File: src/rtl/sync_fifo.sv
// Single-clock FIFO with occupancy count, almost-full/empty thresholds,
// overflow/underflow pulses and a selectable standard or FWFT read port.
module sync_fifo #(
  parameter int DATA_WIDTH = 8,
  parameter int ADDR_WIDTH = 4,
  parameter int AF_THRESH  = 2**ADDR_WIDTH - 2,
  parameter int AE_THRESH  = 2,
  parameter bit FWFT       = 1'b0
) (
  input  logic                  clk,
  input  logic                  rstn,
  input  logic                  wr_en,
  input  logic [DATA_WIDTH-1:0] wr_data,
  input  logic                  rd_en,
  output logic [DATA_WIDTH-1:0] rd_data,
  output logic                  rd_valid,
  output logic                  full,
  output logic                  empty,
  output logic                  almost_full,
  output logic                  almost_empty,
  output logic [ADDR_WIDTH:0]   count,
  output logic                  overflow,
  output logic                  underflow
);

  localparam int                DEPTH   = 2**ADDR_WIDTH;
  localparam logic [ADDR_WIDTH:0] AF_LVL  = (ADDR_WIDTH+1)'(AF_THRESH);
  localparam logic [ADDR_WIDTH:0] AE_LVL  = (ADDR_WIDTH+1)'(AE_THRESH);
  localparam logic [ADDR_WIDTH:0] PTR_ONE = (ADDR_WIDTH+1)'(1);

  logic [DATA_WIDTH-1:0] mem_q [DEPTH];
  logic [ADDR_WIDTH:0]   wr_ptr_q, wr_ptr_d;
  logic [ADDR_WIDTH:0]   rd_ptr_q, rd_ptr_d;
  logic [ADDR_WIDTH:0]   count_s;
  logic                  overflow_q, overflow_d;
  logic                  underflow_q, underflow_d;
  logic                  full_s, empty_s, wr_acc_s, rd_acc_s;
  logic [DATA_WIDTH-1:0] rd_word_s;

  // Status decode and next-state for pointers and error pulses
  always_comb begin
    empty_s  = (wr_ptr_q == rd_ptr_q);
    full_s   = (wr_ptr_q[ADDR_WIDTH] != rd_ptr_q[ADDR_WIDTH]) &&
               (wr_ptr_q[ADDR_WIDTH-1:0] == rd_ptr_q[ADDR_WIDTH-1:0]);
    // Extra pointer bit makes the wrapped difference equal the occupancy 0..DEPTH
    count_s  = wr_ptr_q - rd_ptr_q;
    wr_acc_s = wr_en & ~full_s;
    rd_acc_s = rd_en & ~empty_s;
    if (wr_acc_s) begin
      wr_ptr_d = wr_ptr_q + PTR_ONE;
    end else begin
      wr_ptr_d = wr_ptr_q;
    end
    if (rd_acc_s) begin
      rd_ptr_d = rd_ptr_q + PTR_ONE;
    end else begin
      rd_ptr_d = rd_ptr_q;
    end
    overflow_d  = wr_en & full_s;
    underflow_d = rd_en & empty_s;
    rd_word_s   = mem_q[rd_ptr_q[ADDR_WIDTH-1:0]];
  end

  // Pointer and error-pulse registers
  always_ff @(posedge clk or negedge rstn) begin
    if (!rstn) begin
      wr_ptr_q    <= '0;
      rd_ptr_q    <= '0;
      overflow_q  <= 1'b0;
      underflow_q <= 1'b0;
    end else begin
      wr_ptr_q    <= wr_ptr_d;
      rd_ptr_q    <= rd_ptr_d;
      overflow_q  <= overflow_d;
      underflow_q <= underflow_d;
    end
  end

  // Storage array, deliberately left unreset
  always_ff @(posedge clk) begin
    if (wr_acc_s) begin
      mem_q[wr_ptr_q[ADDR_WIDTH-1:0]] <= wr_data;
    end
  end

  generate
    if (FWFT) begin : g_fwft
      assign rd_data  = rd_word_s;
      assign rd_valid = ~empty_s;
    end else begin : g_std
      logic [DATA_WIDTH-1:0] rd_data_q, rd_data_d;
      logic                  rd_valid_q, rd_valid_d;

      // Popped word is captured and held until the next accepted read
      always_comb begin
        rd_valid_d = rd_acc_s;
        if (rd_acc_s) begin
          rd_data_d = rd_word_s;
        end else begin
          rd_data_d = rd_data_q;
        end
      end

      // Registered read port
      always_ff @(posedge clk or negedge rstn) begin
        if (!rstn) begin
          rd_data_q  <= '0;
          rd_valid_q <= 1'b0;
        end else begin
          rd_data_q  <= rd_data_d;
          rd_valid_q <= rd_valid_d;
        end
      end

      assign rd_data  = rd_data_q;
      assign rd_valid = rd_valid_q;
    end
  endgenerate

  assign full         = full_s;
  assign empty        = empty_s;
  assign count        = count_s;
  assign almost_full  = (count_s >= AF_LVL);
  assign almost_empty = (count_s <= AE_LVL);
  assign overflow     = overflow_q;
  assign underflow    = underflow_q;

endmodule

File: config.mk
export PLATFORM = sky130hd
export DESIGN_NAME = sync_fifo
export DESIGN_NICKNAME = d
export VERILOG_FILES = /design/src/rtl/sync_fifo.sv
export SDC_FILE = /design/constraint.sdc
export NUM_CORES = 1
export LEC_CHECK = 0
export CORE_MARGIN = 5
export CORE_UTILIZATION = 45
export CTS_CLUSTER_DIAMETER = 60
export CTS_CLUSTER_SIZE = 30
export DETAILED_ROUTE_END_ITERATION = 8
export DONT_BUFFER_PORTS = 1
export GPL_ROUTABILITY_DRIVEN = 0
export HOLD_SLACK_MARGIN = 0.05
export SYNTH_ARGS = -nofsm -noshare
export SYNTH_HDL_FRONTEND = slang
export SYNTH_SLANG_ARGS = --single-unit
File: constraint.sdc
create_clock -name clk -period 3.3 [get_ports clk]
set_clock_uncertainty 0.15 [all_clocks]
set_input_delay 0.495 -clock clk [delete_from_list [all_inputs] [get_ports clk]]
set_output_delay 0.495 -clock clk [all_outputs]
set_load 0.1 [all_outputs]
==> results of run 1 <==
## through the flow
step	std cells	setup TNS [ns]
6_report	604	0
5_1_grt	604	0
4_1_cts	603	0
3_5_place_dp	562	0
3_3_place_gp	562	0
2_1_floorplan	373	-0.188
## per-layer routing
layer | part of all wire | vias up
li1 | - | 1529
met1 | 0.43 | 1628
met2 | 0.48 | 98
met3 | 0.073 | 18
met4 | 0.018 | 2
met5 | 0.00057 | -
## sequential cells by signal, indices dropped and copies added, names as in the netlist
register / flops
rd_ptr_q: 5
underflow: 1
rd_valid: 1
wr_ptr_q: 5
mem_q: 128
overflow: 1
rd_data: 8
## cells in the final DEF, fill, tap and decap left out, types with 2 or more instances in the layout
cell type      netlist  routed
edfxtp_1           128     128
clkbuf_16            0      17
nor2_1              29      27
clkinvlp_4           0       2
nand2b_1             3       3
inv_1                9       8
nor2_2               0       2
inv_6                0       4
xor2_1               3       2
nand4_1              5       5
mux2_2               8       8
a21o_1               2       2
ha_1                 9       9
dfrtp_1             21      20
o21ai_0              3       3
a211oi_1             9       8
mux2i_1             32      32
mux4_2               7       7
nor3_1               5       5
nor2b_1              9       9
or3_1                9       9
buf_4                0      26
o22ai_1             24      24
bufinv_16            0       8
a31oi_1              8       8
xnor2_1              9       8
nand3b_1             2       2
nand2_1              9       9
buf_12               1       5
dlygate4sd3_1        0       9
## cells by family after synthesis
kind of cell / Yosys count / share of synthesized area
multiplexers: 48 / 0.0981
AND/OR/NAND/NOR: 76 / 0.0628
AO/OA/AOI/OAI: 51 / 0.0555
buffers and inverters: 27 / 0.0233
flip-flops: 149 / 0.721
adder cells (fa/ha/maj): 10 / 0.0219
XOR/XNOR: 12 / 0.0173
## worst max-delay path: stages (launching register included)
cell,delay (ns)
dfrtp_1,0.41
inv_2,0.11
ha_1,0.17
inv_1,0.06
fa_2,0.39
a21o_1,0.23
a21oi_4,0.21
xnor2_4,0.11
a211oi_4,0.23
buf_12,0.21
## cell type report
type	count	area (um^2)
fill	1067	5890
clock inverter	15	295
clock buffer	17	425
multi-input combinational	197	1620
timing repair buffer	40	385
inverter	9	33.8
tap	176	220
antenna	1	2.50
sequential	149	4370
## synth_stat cells, types with 7 or more instances
| master | instances |
|---|---|
| or3_1 | 9 |
| mux4_2 | 7 |
| edfxtp_1 | 128 |
| o22ai_1 | 24 |
| nand2_1 | 9 |
| inv_1 | 9 |
| a31oi_1 | 8 |
| mux2_2 | 8 |
| nor2_1 | 29 |
| dfrtp_1 | 21 |
| nor2b_1 | 9 |
| buf_2 | 12 |
| mux2i_1 | 32 |
| xnor2_1 | 9 |
| ha_1 | 9 |
| a211oi_1 | 9 |
## worst paths after layout
| check | start | to | slack (ns) | cells after the start |
|---|---|---|---|---|
| max reg2reg | wr_ptr_q[3] | mem_q[11][4] | 0.60 | 6 |
| min reg2reg | wr_ptr_q[4] | wr_ptr_q[4] | 0.39 | 1 |
| max in group asynchronous | rstn | rd_ptr_q[0] | 1.82 | 1 |
| min in group asynchronous | rstn | overflow | 0.52 | 1 |
| min | rd_en | underflow | 0.08 | 1 |
| max | wr_ptr_q[0] | almost_empty | 0.11 | 9 |
## repair_timing
action                                 in CTS  in global routing
pin swaps                                   0                  0
setup endpoints to repair                   3                  2
buffers inserted                            0                  0
resized for setup                           2                  1
hold buffers                                9                  0
endpoints found under the hold margin     149                  0
==> impl_results.md, run 1 <==
* Die Span X at ~130 um
* CTS Root Buffer Type: clkbuf_16
* Register area share after synthesis at 0.721
* CTS Buf Count at 17
* FFs w/ async S/R, synth at 0.141
* H-tree Lvls at 4
* Final Core Density at 0.555
* Highest clock rate at around 310 MHz
* MaxCap Viol Count at 0
* Worst hold path type: in2reg
* Cells after Synth at roughly 370
* # rows at between 40 and 50
* Status: finished clean
* Worst Hold Slack at slightly above 0.08 ns
* Crit path time final at roughly 3.2 ns
* Clock Path Buffers at 2
* GRT Residual Overflow at 0
* GR Layer Usage met2 at 0.256
* CP required at 2.65 ns
* Routed len/inst at between 20 and 25 um
* Pre-CTS WS at about 0.35 ns
* DRC viols at 0
* Netlist Area Pre-Place at 6060 um^2
* Max-slew violation count at 0
* DRT iter0 DRCs at ~190
* Final Setup Violations at 0
* GR Util All Layers at 0.166
* CP arrival at roughly 2.5 ns
* Critical path class: reg2out
* Grt peak-use layer: met2
* Main synth FF type: edfxtp_1
* Final worst path period share at 0.966
* Max Fanout on Critical Path at 4
* Die ar. at ~16000 um^2
* Yosys warnings at 0
* Core area at ~13000 um^2
* Ranking of synthesized cells by area: edfxtp_1 (63%), dfrtp_1 (8.7%), mux2i_1 (5.3%)
* Synth top area share at 0.634
* Final instance area at between 7000 and 8000 um^2
* Vias per cell at between 5 and 6
* Distinct cell type count after synthesis at 40
* Clk_lat worst skew at between 0.4 and 0.5 ns
* Hold Vio Cnt, Final at 0
* Drt total wl at between 10 and 15 mm
* Die Y-Extent at about 130 um
* Area leader, netlist: edfxtp_1
* Share of cells above drive strength 1 at 0.213
* Ports at 32
* Sink Count at around 150
* Synthesis-to-layout area growth at 21.4%
* Pin count of the biggest net entering global routing at between 40 and 50
* Drt pass-1 iters at 4
* Post-DP HPWL at 7.91 mm
* Initial Util at 0.458
* Final nets at between 400 and 500
* Syn_nets at around 400
* Placement-stage cell area at roughly 6500 um^2
* #FFs+latches synth at 149
* CTS tree: built
* CP endpoint kind: output port
* Port bufs at 0
* GRT met1 Usage at 0.218
* Least-Margin Pin Slew at approximately 0.96 ns
* EDFF count, synth at roughly 130
* Syn_area_per_cell at roughly 16 um^2
* Routed Antenna Nets at 0
* GR met3 Demand/Resource at 0.0533
* Clk slew on worst S/H paths at 0.06 ns
* Slew HR at 0.356
* Initial antenna violation count at 2
* Final worst slack at 0.112 ns
* Startpoint types: flop
* Vias in the first global route at ~3400
* First-pass GRT wire length at roughly 20 mm
* RSZ-0062 raised after global routing: no
* Vias at 3275
Power of run 1 is left out: the tool's default activity adds up to more than one toggle a clock period on the data nets, which glitch-free logic cannot reach.
==> inputs of run 2 (changes only) <==
--- a/config.mk
+++ b/config.mk
@@ -5,6 +5,7 @@
 export SDC_FILE = /design/constraint.sdc
 export NUM_CORES = 1
 export LEC_CHECK = 0
+export CAP_MARGIN = 0
 export CORE_MARGIN = 5
 export CORE_UTILIZATION = 45
 export CTS_CLUSTER_DIAMETER = 60
==> constraint.sdc (replaced) <==
create_clock -name clk -period 2.56 [get_ports clk]
set_clock_uncertainty 0.15 [all_clocks]
set_input_delay 0.384 -clock clk [delete_from_list [all_inputs] [get_ports clk]]
set_output_delay 0.384 -clock clk [all_outputs]
set_load 0.05 [all_outputs]
==> run 2 against run 1 <==
The flow now finishes with violations (negative setup slack). Worst setup slack worse by 0.48 ns. Count of clock-buffer cells in the layout stayed put. Sequential share of layout area is 0.72 points lower. Global-route usage hardly changed. Die area stayed put. Final area is 1.2% higher. Flip-flop and latch count stayed put. Register-to-register slack worse by 0.47 ns. Largest cell class unchanged.
==> impl_results.md, run 2 (same netlist as run 1, synthesis figures left out) <==
* Status: complete, but fails checks
* Failing checks: negative setup slack
* Clk pwr share at 0.256
* Worst Hold Slack at 0.198 ns (+0.116 ns)
* Ant diodes at 0 (-1)
* M1 WL at 5.62 mm (+5.3%)
* Die Y-Extent at 126 um (unchanged)
* Largest register FFs at 128 (unchanged)
* Filler cells at 1040 (-2.5%)
* Critical path class: reg2out
* Pre-CTS WS at 0.0477 ns (-0.301 ns)
* Startpoint types: flop
* Fraction of power consumed by sequential logic at 0.331
* Wire length on met2 at 6.01 mm (+1.7%)
* Least-Margin Pin Slew at 0.955 ns (-0.00818 ns)
* Register area at 4370 um^2 (unchanged)
* Final worst slack at -0.372 ns (-0.484 ns)
* Die Span X at 126 um (unchanged)
* Vias per cell at 5.33 (-1.6%)
* DRC viols at 0 (unchanged)
* R2R Path End: mem_q[3][1]
* Peak supply drop at 0.699 mV
* Most frequent cells in the layout: edfxtp_1 (128), buf_4 (35), mux2i_1 (32), o22ai_1 (24), dfrtp_1 (20)
* Synthesis-to-layout area growth at 22.9%
* Switching share of power at 0.378
* # rows at 42 (unchanged)
* Reg-to-reg critical path startpoint: rd_ptr_q[3]
* GRT Residual Overflow at 0 (unchanged)
* Clock Path Buffers at 2 (unchanged)
* CTS tree: built
* Ports at 32 (unchanged)
* H-tree Lvls at 4 (unchanged)
* CTS Root Buffer Type: clkbuf_16
* Crit path time final at 2.93 ns
* First-pass GRT wire length at 19.6 mm (-0.24%)
* Worst hold path type: in2reg
* Routed Antenna Nets at 0 (unchanged)
* Core area at 13200 um^2 (unchanged)
* Int Pwr at 6.44 mW
* CTS Buf Count at 17 (unchanged)
* Setup_tns at -0.985 ns (-0.985 ns)
* RSZ-0062 raised after global routing: yes
* Pwr per Cell Area at 1390 nW/um^2
* Initial antenna violation count at 0 (-2)
* Vias at 3275 (unchanged)
* MaxCap Viol Count at 0 (unchanged)
* Initial Util at 0.458 (unchanged)
* Routed len/inst at 20.4 um (-0.56%)
* Net Switching at 3.91 mW
* Top layer in use: met4
* Commonest non-fill, non-tap cell in the layout: edfxtp_1
* CP endpoint: almost_empty
* Met3 wire length at 687 um (-23%)
* Pin count of the biggest net entering global routing at 40 (-13%)
* Share of cells above drive strength 1 at 0.267 (+0.0540)
* Clk_lat worst skew at 0.42 ns (about the same)
* CP required at 2.03 ns (-0.62 ns)
* Total power at between 10 and 15 mW
* Port bufs at 0 (unchanged)
* GR Util All Layers at 0.166 (+0.000196)
* CP arrival at 2.40 ns (-0.14 ns)
* LEAKAGE at 2.65 nW
* Clk slew on worst S/H paths at 0.06 ns (about the same)
* Register-to-register setup slack at 0.13 ns (-0.47 ns)
* Sink Count at 149 (unchanged)
* Post-DP HPWL at 8.03 mm (+1.5%)
* R2R depth at 6 (unchanged)
* Final worst path period share at 1.15
* Vias in the first global route at 3376 (-2.1%)
* Drt total wl at 12.5 mm (+1.1%)
* Area of the multi-input gates at 1710 um^2 (+5.2%)
* Highest clock rate at 341 MHz
* Drt pass-1 iters at 4 (unchanged)
* Die ar. at 15900 um^2 (unchanged)
* Comb power frac at 0.414
* DRT iter0 DRCs at 193 (+2.1%)
* Max-slew violation count at 0 (unchanged)
* Final nets at 448 (+2.8%)
* Max Fanout on Critical Path at 3 (-1)
* CP endpoint kind: output port
* Final Setup Violations at 4 (+4)
* Slew HR at 0.361 (+0.00547)
* Hold Vio Cnt, Final at 0 (unchanged)
* Setup crit start: wr_ptr_q[0]
==> run 2: layout make-up <==
cell class                 instances  area share
clock buffer                      17      0.0571
tap                              176      0.0296
clock inverter                    14      0.0282
multi-input combinational        197       0.229
timing repair buffer              52      0.0644
inverter                           9     0.00454
sequential                       149       0.587
==> run 2: how the worst min path moves through the flow <==
stage | cells after the start | endpoint | from | slack, ns
floorplan | 0 | overflow | rstn | -0.06
global placement | 0 | rd_ptr_q[1] | rstn | -0.06
detailed placement | 0 | rd_ptr_q[1] | rstn | -0.06
CTS | 2 | rd_valid | rd_en | 0.19
global route | 2 | rd_valid | rd_en | 0.20
finish | 2 | rd_valid | rd_en | 0.20
==> run 2: metal layers <==
metal	track usage	vias up
met5	0	-
met4	0.0612	0
met3	0.0419	16
met2	0.266	76
met1	0.221	1634
li1	-	1549
==> run 2: critical path, cell delays in order (launching register included) <==
cell and delay (ns):
dfrtp_1 0.40, inv_2 0.08, ha_4 0.13, inv_2 0.04, fa_2 0.38, a21o_1 0.19
a21oi_4 0.20, xnor2_4 0.10, a211oi_4 0.29, buf_12 0.17
==> run 2: power groups by stage <==
stage	registers (mW)	logic, mW	clock network, mW
finish	3.42	4.28	2.64
global route	3.46	4.59	2.80
CTS	3.42	4.15	2.69
detailed placement	3.46	4.01	0
global placement	3.45	3.97	0
floorplan	3.44	2.98	0
==> run 2: through the flow <==
step	std cells	instance area [um^2]	util
after CTS	611	7390	0.558
after detailed placement	568	6630	0.500
after global placement	568	6630	0.500
after floorplan	373	6190	-
after global routing	614	7450	0.562
final	614	7450	0.562
==> run 2: timing repair <==
action | 4_1_cts | 5_1_grt
endpoints found under the setup margin | 4 | 4
gates resized for setup | 3 | 8
cloned | 0 | 0
hold buffers | 11 | 0
buffers inserted | 1 | 3
endpoints found under the hold margin | 151 | 0
pin swaps | 0 | 5
Power figures use the tool's default switching activity.
==> inputs of run 3 (changes only) <==
--- a/config.mk
+++ b/config.mk
@@ -14,6 +14,7 @@
 export DONT_BUFFER_PORTS = 1
 export GPL_ROUTABILITY_DRIVEN = 0
 export HOLD_SLACK_MARGIN = 0.05
+export RECOVER_POWER = 100
 export SYNTH_ARGS = -nofsm -noshare
 export SYNTH_HDL_FRONTEND = slang
 export SYNTH_SLANG_ARGS = --single-unit
==> constraint.sdc (replaced) <==
create_clock -name clk -period 2.4 [get_ports clk]
set_clock_uncertainty 0.15 [all_clocks]
set_input_delay 0.36 -clock clk [delete_from_list [all_inputs] [get_ports clk]]
set_output_delay 0.36 -clock clk [all_outputs]
set_load 0.05 [all_outputs]
==> run 3 against run 2 <==
The run still ends with negative setup slack left. Sequential power rose by 7.0%. Count of clock-buffer cells in the layout rose by 1. Final area rose by 0.71%. Utilization rose by 0.40 points. Wire length rose by 4.9%. Flip-flop and latch count did not move. Register-to-register slack got worse by 0.06 ns. Critical path type unchanged.
==> impl_results.md, run 3 (same netlist as run 1, synthesis figures left out) <==
* Status: complete, but fails checks
* Failing checks: negative setup slack
* Port bufs at 0 (unchanged)
* Ant diodes at 0 (unchanged)
* Hold Vio Cnt, Final at 0 (unchanged)
* Placed insts at 569 (+0.18%)
* Vias in the first global route at 3437 (+1.8%)
* Clk slew on worst S/H paths at 0.05 ns (about the same)
* Share of cells above drive strength 1 at 0.269 (+0.00211)
* Most frequent cells in the layout: edfxtp_1 (128), buf_4 (35), mux2i_1 (32), o22ai_1 (24), dfrtp_1 (20)
* Crit path max-delay family: compound AO/OA/AOI/OAI gates
* Commonest non-fill, non-tap cell in the layout: edfxtp_1
* Die Span X at 126 um (unchanged)
* Initial antenna violation count at 0 (unchanged)
* Setup_tns at -1.36 ns (-0.378 ns)
* CP endpoint kind: output port
* Ports at 32 (unchanged)
* Max Fanout on Critical Path at 3 (unchanged)
* Max-slew violation count at 0 (unchanged)
* Largest register FFs at 128 (unchanged)
* Pin count of the biggest net entering global routing at 26 (-35%)
* WP buf/inv at 3 (unchanged)
* Clk_lat worst skew at 0.42 ns (about the same)
* Routed Antenna Nets at 0 (unchanged)
* Pre-CTS WS at -0.0157 ns (-0.0634 ns)
* Clock Path Buffers at 2 (unchanged)
* CP max-delay cell: dfrtp_1
* CTS tree: built
* Die Y-Extent at 126 um (unchanged)
* Sink Count at 149 (unchanged)
* Top cell by count, worst path: inv_2
* DRT iter0 DRCs at 287 (+49%)
* Drt pass-1 iters at 4 (unchanged)
* RSZ-0062 raised after global routing: yes
* Final worst slack at -0.437 ns (-0.0649 ns)
* Core area at 13200 um^2 (unchanged)
* Initial Util at 0.458 (unchanged)
* First-pass GRT wire length at 20.4 mm (+4.4%)
* MaxCap Viol Count at 0 (unchanged)
* Least-Margin Pin Slew at 0.966 ns (+0.0114 ns)
* Worst Hold Slack at 0.312 ns (+0.114 ns)
* Total power at 11.0 mW (+6.7%)
* Slew HR at 0.354 (-0.00759)
* Worst hold path type: in2reg
* Placement-stage cell area at 6750 um^2 (+1.8%)
* CTS Root Buffer Type: clkbuf_16
* Critical path class: reg2out
* Vias at 3331 (+1.7%)
* CP Cell Sequence: inv_2 -> ha_4 -> inv_2 -> fa_2 -> a21o_1 -> a21oi_4 -> xnor2_4 -> a211oi_4 -> buf_12
* H-tree Lvls at 4 (unchanged)
* CP required at 1.89 ns (-0.14 ns)
* Die ar. at 15900 um^2 (unchanged)
* Final Setup Violations at 4 (unchanged)
* Final worst path period share at 1.18
* Final instance area at 7500 um^2 (+0.71%)
* Non-Filler Instances at 618 (+0.65%)
* Crit path time final at 2.84 ns
* Startpoint types: flop
* Pwr per Cell Area at 1470 nW/um^2 (+5.9%)
* DRC viols at 0 (unchanged)
* LEAKAGE at 2.67 nW (+0.61%)
* Vias per cell at 5.39 (+1.1%)
* GRT Residual Overflow at 0 (unchanged)
* GR Util All Layers at 0.174 (+0.00767)
* Post-DP HPWL at 8.59 mm (+7.0%)
* Highest clock rate at roughly 350 MHz
* Max stage delay on crit path at 0.39 ns (about the same)
* Peak supply drop at 0.726 mV (+3.9%)
* Synthesis-to-layout area growth at 23.7%
* CTS Buf Count at 17 (unchanged)
* CP arrival at 2.33 ns (-0.07 ns)
* Drt total wl at 13.1 mm (+4.9%)
* # rows at 42 (unchanged)
* Final Core Density at 0.566 (+0.00397)
* Routed len/inst at 21.2 um (+4.2%)
* Final nets at 451 (+0.67%)
run 3: cell types whose count changed in the layout (fill, tap and decap cells not counted), sizes merged:
| cell | change |
|---|---|
| clkbuf | +3 |
| buf | +1 |
| clkinv | +2 |
| bufinv | -2 |
run 3: timing repair:
item / CTS / global route
gates resized for setup: 5 / 3
setup endpoints to repair: 4 / 6
endpoints found under the hold margin: 151 / 0
hold buffers: 11 / 0
cloned: 0 / 0
buffers inserted: 4 / 2
pin swaps: 2 / 2
run 3: final cells by class:
type | count | area [um^2]
multi-input cells | 197 | 1800
flip-flops and latches | 149 | 4370
clock buffers | 18 | 429
inverters | 9 | 33.8
fillers | 1068 | 5740
well taps | 176 | 220
clock inverters | 14 | 141
repair buffers | 55 | 507
run 3: path summary, 6_finish.rpt:
kind / from / end / slack [ns] / cells after the start
worst max-delay path: wr_ptr_q[0] / almost_empty / -0.44 / 9
worst min-delay path: rd_en / rd_valid / 0.31 / 2
worst min register to register: rd_ptr_q[4] / rd_ptr_q[4] / 0.41 / 1
worst max register to register: rd_ptr_q[1] / mem_q[14][2] / 0.07 / 8
max in group asynchronous: rstn / rd_ptr_q[0] / 1.05 / 1
min in group asynchronous: rstn / rd_ptr_q[1] / 0.40 / 1
run 3: report_power, final:
part,internal [mW],switching [mW]
combinational,1.96,2.86
clock,1.60,0.967
sequential,3.20,0.452
total,6.76,4.27
run 3: layer usage:
metal / wire length (um) / up-vias / track usage
li1: - / 1569 / -
met1: 6130 / 1660 / 0.246
met4: 129 / 0 / 0.0587
met5: 0 / - / 0
met3: 768 / 14 / 0.0440
met2: 6100 / 88 / 0.264
==> RTL edit 1 (config.mk and constraints of run 3) <==
The parameter `FWFT` goes from 1'b0 to 1'b1.
--- a/src/rtl/sync_fifo.sv
+++ b/src/rtl/sync_fifo.sv
@@ -5,7 +5,7 @@
   parameter int ADDR_WIDTH = 4,
   parameter int AF_THRESH  = 2**ADDR_WIDTH - 2,
   parameter int AE_THRESH  = 2,
-  parameter bit FWFT       = 1'b0
+  parameter bit FWFT       = 1'b1
 ) (
   input  logic                  clk,
   input  logic                  rstn,
Behaviour: not the same (Yosys sat finds a counterexample within 4 cycles, from zero or initial values and one cycle with rstn low).
==> RTL edit 1 against run 3 <==
The flow still finishes with violations (negative setup slack); sequential cell count down 9; count of clock-buffer cells in the layout unchanged; sequential share of layout area down 4.8 points; setup slack worse by 0.047 ns; area after synthesis down 4.6%; design area up 3.4%; register-to-register slack better by 0.02 ns; wire length down 2.4%; non-clock buffer count up 18; largest cell class unchanged.
Power is not shown: default switching activity piles up to over one toggle a cycle in this logic, so the estimate is an artifact.
==> RTL edit 1: results (changes against run 3) <==
STA
  • Worst Tran Pin Value: 0.604 ns (-0.362 ns)
  • Final worst slack: -0.484 ns (-0.0465 ns)
  • Setup Viol. Count Final: 13 (+9)

Finish
  • Non-filler cells, final: 572 (-7.4%)
  • Nets: 410 (-9.1%)

CTS
  • CTS resizes: 12 (+7)

Global routing
  • Met1 Use GR: 0.248 (+0.00158)
  • First-pass GRT wire length: 18900 um (-7.7%)
  • GR met2 Demand/Resource: 0.266 (+0.00189)
  • GRT Total Usage: 0.177 (+0.00305)
  • Vias in the first global route: 3084 (-10%)
  • Largest net degree at the start of global routing: 36 (+38%)
  • Initial antenna violation count: 2 (+2)
  • Grt met3 use: 0.0480 (+0.00400)

Synthesis
  • Async S/R FF share, synth: 0.0857 (-0.0552)
  • Synthesized area per cell: 18.7 um^2 (+15%)
  • Post-synthesis adder-cell area fraction: 0.0229 (+0.00105)
  • Top post-synthesis cells by area: edfxtp_1 66%, mux4_2 8.2%, dfrtp_1 5.2%, mux2i_1 4.2%, ha_1 1.9%
  • Mux share of post-synthesis cell area: 0.137 (+0.0389)
  • Yosys cell types: 41 (+2.5%)

Run status
  • Status: finished, violations left
  • Failing checks: negative setup slack

Placed design
  • Area after DPL: 6630 um^2 (-1.7%)
  • Post-Place Setup Slack: -0.0208 ns (-0.00516 ns)
  • Placed Cells incl. Taps: 510 (-10%)

Routing
  • Via density: 5.37 (-0.39%)
  • Met1 wire length: 5590 um (-8.8%)
  • Routed wire length: 12800 um (-2.4%)
  • Routed met3 length: 734 um (-4.4%)
  • Uppermost layer routed: met5

Worst setup path
  • Top delay family on crit path: adder cells
RTL edit 1: final timing paths:
check | end | startpoint | slack, ns
setup reg to reg | mem_q[3][0]$_DFFE_PP_ | rd_ptr_q[2]$_DFFE_PN0P_ | 0.09
max in group asynchronous | rd_ptr_q[0]$_DFFE_PN0P_ | rstn | 1.44
setup / recovery | almost_empty | wr_ptr_q[0]$_DFFE_PN0P_ | -0.48
hold reg to reg | wr_ptr_q[4]$_DFFE_PN0P_ | wr_ptr_q[4]$_DFFE_PN0P_ | 0.42
hold / removal | rd_ptr_q[0]$_DFFE_PN0P_ | rd_en | 0.14
min in group asynchronous | wr_ptr_q[2]$_DFFE_PN0P_ | rstn | 0.24
RTL edit 1: cell type report:
class / count / area [um^2]
Fill cell: 930 / 4870
Sequential cell: 140 / 4150
Multi-Input combinational cell: 146 / 1840
Timing Repair Buffer: 73 / 901
Clock buffer: 18 / 429
Tap cell: 172 / 215
Clock inverter: 13 / 173
Inverter: 10 / 43.8
==> RTL edit 2 (settings of run 3) <==
Made on the original files. Remove the register `underflow_q`: a continuous assignment takes its place, so the output `underflow` follows one clock earlier.
--- a/src/rtl/sync_fifo.sv
+++ b/src/rtl/sync_fifo.sv
@@ -67,14 +67,14 @@
       wr_ptr_q    <= '0;
       rd_ptr_q    <= '0;
       overflow_q  <= 1'b0;
-      underflow_q <= 1'b0;
     end else begin
       wr_ptr_q    <= wr_ptr_d;
       rd_ptr_q    <= rd_ptr_d;
       overflow_q  <= overflow_d;
-      underflow_q <= underflow_d;
     end
   end
+
+  assign underflow_q = underflow_d;
 
   // Storage array, deliberately left unreset
   always_ff @(posedge clk) begin
Behaviour: not the same (Yosys sat finds a counterexample within 4 cycles, from zero or initial values and one cycle with rstn low).
==> RTL edit 2 against run 3 <==
The flow still finishes with violations (negative setup slack); setup slack improved by 0.034 ns; wire length decreased by 1.6%; area after synthesis decreased by 0.17%; power increased by 2.5%; design area increased by 1.6%; fmax increased by 1.2%; die area decreased by 0.15%; sequential cell count decreased by 1; combinational power increased by 2%; hold slack got worse by 0.090 ns; highest routed layer unchanged.
==> RTL edit 2: results (changes against run 3) <==
Finish
  • Nets: 446 (-1.1%)
  • Number of fill cells: 993 (-7.0%)
  • Share of cells above drive strength 1: 0.268 (-0.00150)

Worst setup path
  • Reg2reg end: mem_q[15][4]$_DFFE_PP_
  • R2R cell count: 9 (+1)
  • CP arrival: 2.29 ns (-0.04 ns)
  • Flop2flop setup slack: -0.27 ns (-0.34 ns)

Run status
  • Status: finished, violations left
  • Failing checks: negative setup slack

Global routing
  • First-pass GRT wire length: 20000 um (-2.4%)

Synthesis
  • Mux share of post-synthesis cell area: 0.111 (+0.0130)
  • Syn_nets: 386 (-2.3%)
  • Commonest cells in the netlist: 128 x edfxtp_1, 48 x mux2i_1, 30 x nor2_1
  • Yosys cell types: 43 (+7.5%)
  • Post-synthesis adder-cell area fraction: 0.0219 (+0.0000362)

Routing
  • Met1 wire length: 5880 um (-4.0%)
  • Average wire per cell in the routed design: 21.1 um (-0.77%)
  • Routed met3 length: 601 um (-22%)
  • Met2 wire length: 6270 um (+2.8%)
  • Via count: 3322 (-0.27%)

Power and ir drop
  • VDD IR max: 851 uV (+17%)

STA
  • Worst Tran Pin Value: 1.02 ns (+0.0502 ns)
  • Setup Viol. Count Final: 134 (+130)
  • Final worst slack: -0.403 ns (+0.0339 ns)

Hold path
  • WHS Endpoint: rd_ptr_q[0]$_DFFE_PN0P_

Placed design
  • Area after DPL: 6850 um^2 (+1.5%)
[RTL edit 2: cell count changes after synthesis, sizes merged, moves of 8 or more]
| cell | change |
|---|---|
| or3 | -8 |
| mux2 | -8 |
| a211oi | -8 |
| mux2i | +16 |
| a221oi | +8 |
| o22ai | -8 |
| o21ai | +8 |
[RTL edit 2: through the flow]
step / TNS (ns) / std cells / power (mW)
after floorplan: -0.375 / 364 / 7.05
after global placement: 0 / 566 / 8.25
after detailed placement: 0 / 566 / 8.33
after CTS: -1.32 / 612 / 11.4
after global routing: -47.78 / 613 / 11.8
final: -22.89 / 613 / 11.3
[RTL edit 2: kinds of logic (layout without fill, tap and decap cells)]
group	after synthesis	in the layout
XOR/XNOR	12	12
buffers and inverters	27	100
AO/OA/AOI/OAI	51	51
flip-flops	148	148
adder cells (fa/ha/maj)	10	10
multiplexers	56	56
AND/OR/NAND/NOR	60	60
[RTL edit 2: how the worst max path moves through the flow]
stage	from	end	slack, ns
final	wr_ptr_q[0]$_DFFE_PN0P_	almost_empty	-0.40
after global routing	wr_ptr_q[0]$_DFFE_PN0P_	almost_empty	-0.51
after CTS	wr_ptr_q[0]$_DFFE_PN0P_	almost_empty	-0.43
after detailed placement	rd_ptr_q[1]$_DFFE_PN0P_	almost_empty	0.01
after global placement	rd_ptr_q[1]$_DFFE_PN0P_	mem_q[15][5]$_DFFE_PP_	0.06
after floorplan	wr_ptr_q[0]$_DFFE_PN0P_	almost_empty	-0.24
[RTL edit 2: layout make-up]
type | count | area (um^2) | area share
clock buffer | 20 | 447 | 0.0586
clock inverter | 12 | 178 | 0.0233
inverter | 9 | 35.0 | 0.00460
multi-input combinational | 189 | 1740 | 0.229
sequential | 148 | 4350 | 0.571
tap | 176 | 220 | 0.0289
timing repair buffer | 59 | 647 | 0.0849
[RTL edit 2: what timing repair did]
action	in CTS	in global routing
gates resized for setup	5	5
setup buffers	4	1
pin swaps	2	2
hold endpoints to repair	149	0
hold buffers	10	0
endpoints found under the setup margin	4	17
[RTL edit 2: report_power, final]
group          total (mW)  internal [mW]  switching [mW]  leakage (nW)
logic                4.91           2.03            2.89          1.04
clock network        2.76           1.77           0.995         0.305
registers            3.64           3.19           0.452          1.39
[RTL edit 2: critical path: stages (launching register included)]
cell and delay [ns]:
dfrtp_1 0.38, inv_2 0.07, ha_4 0.13, inv_2 0.04, fa_2 0.37, a21o_1 0.20
a21oi_4 0.18, xnor2_4 0.11, a211oi_4 0.21, buf_12 0.17
[RTL edit 2: per-layer routing]
| layer | GRT usage | vias up |
|---|---|---|
| met5 | 0 | - |
| met1 | 0.231 | 1690 |
| met2 | 0.267 | 79 |
| li1 | - | 1539 |
| met3 | 0.0478 | 14 |
| met4 | 0.0606 | 0 |
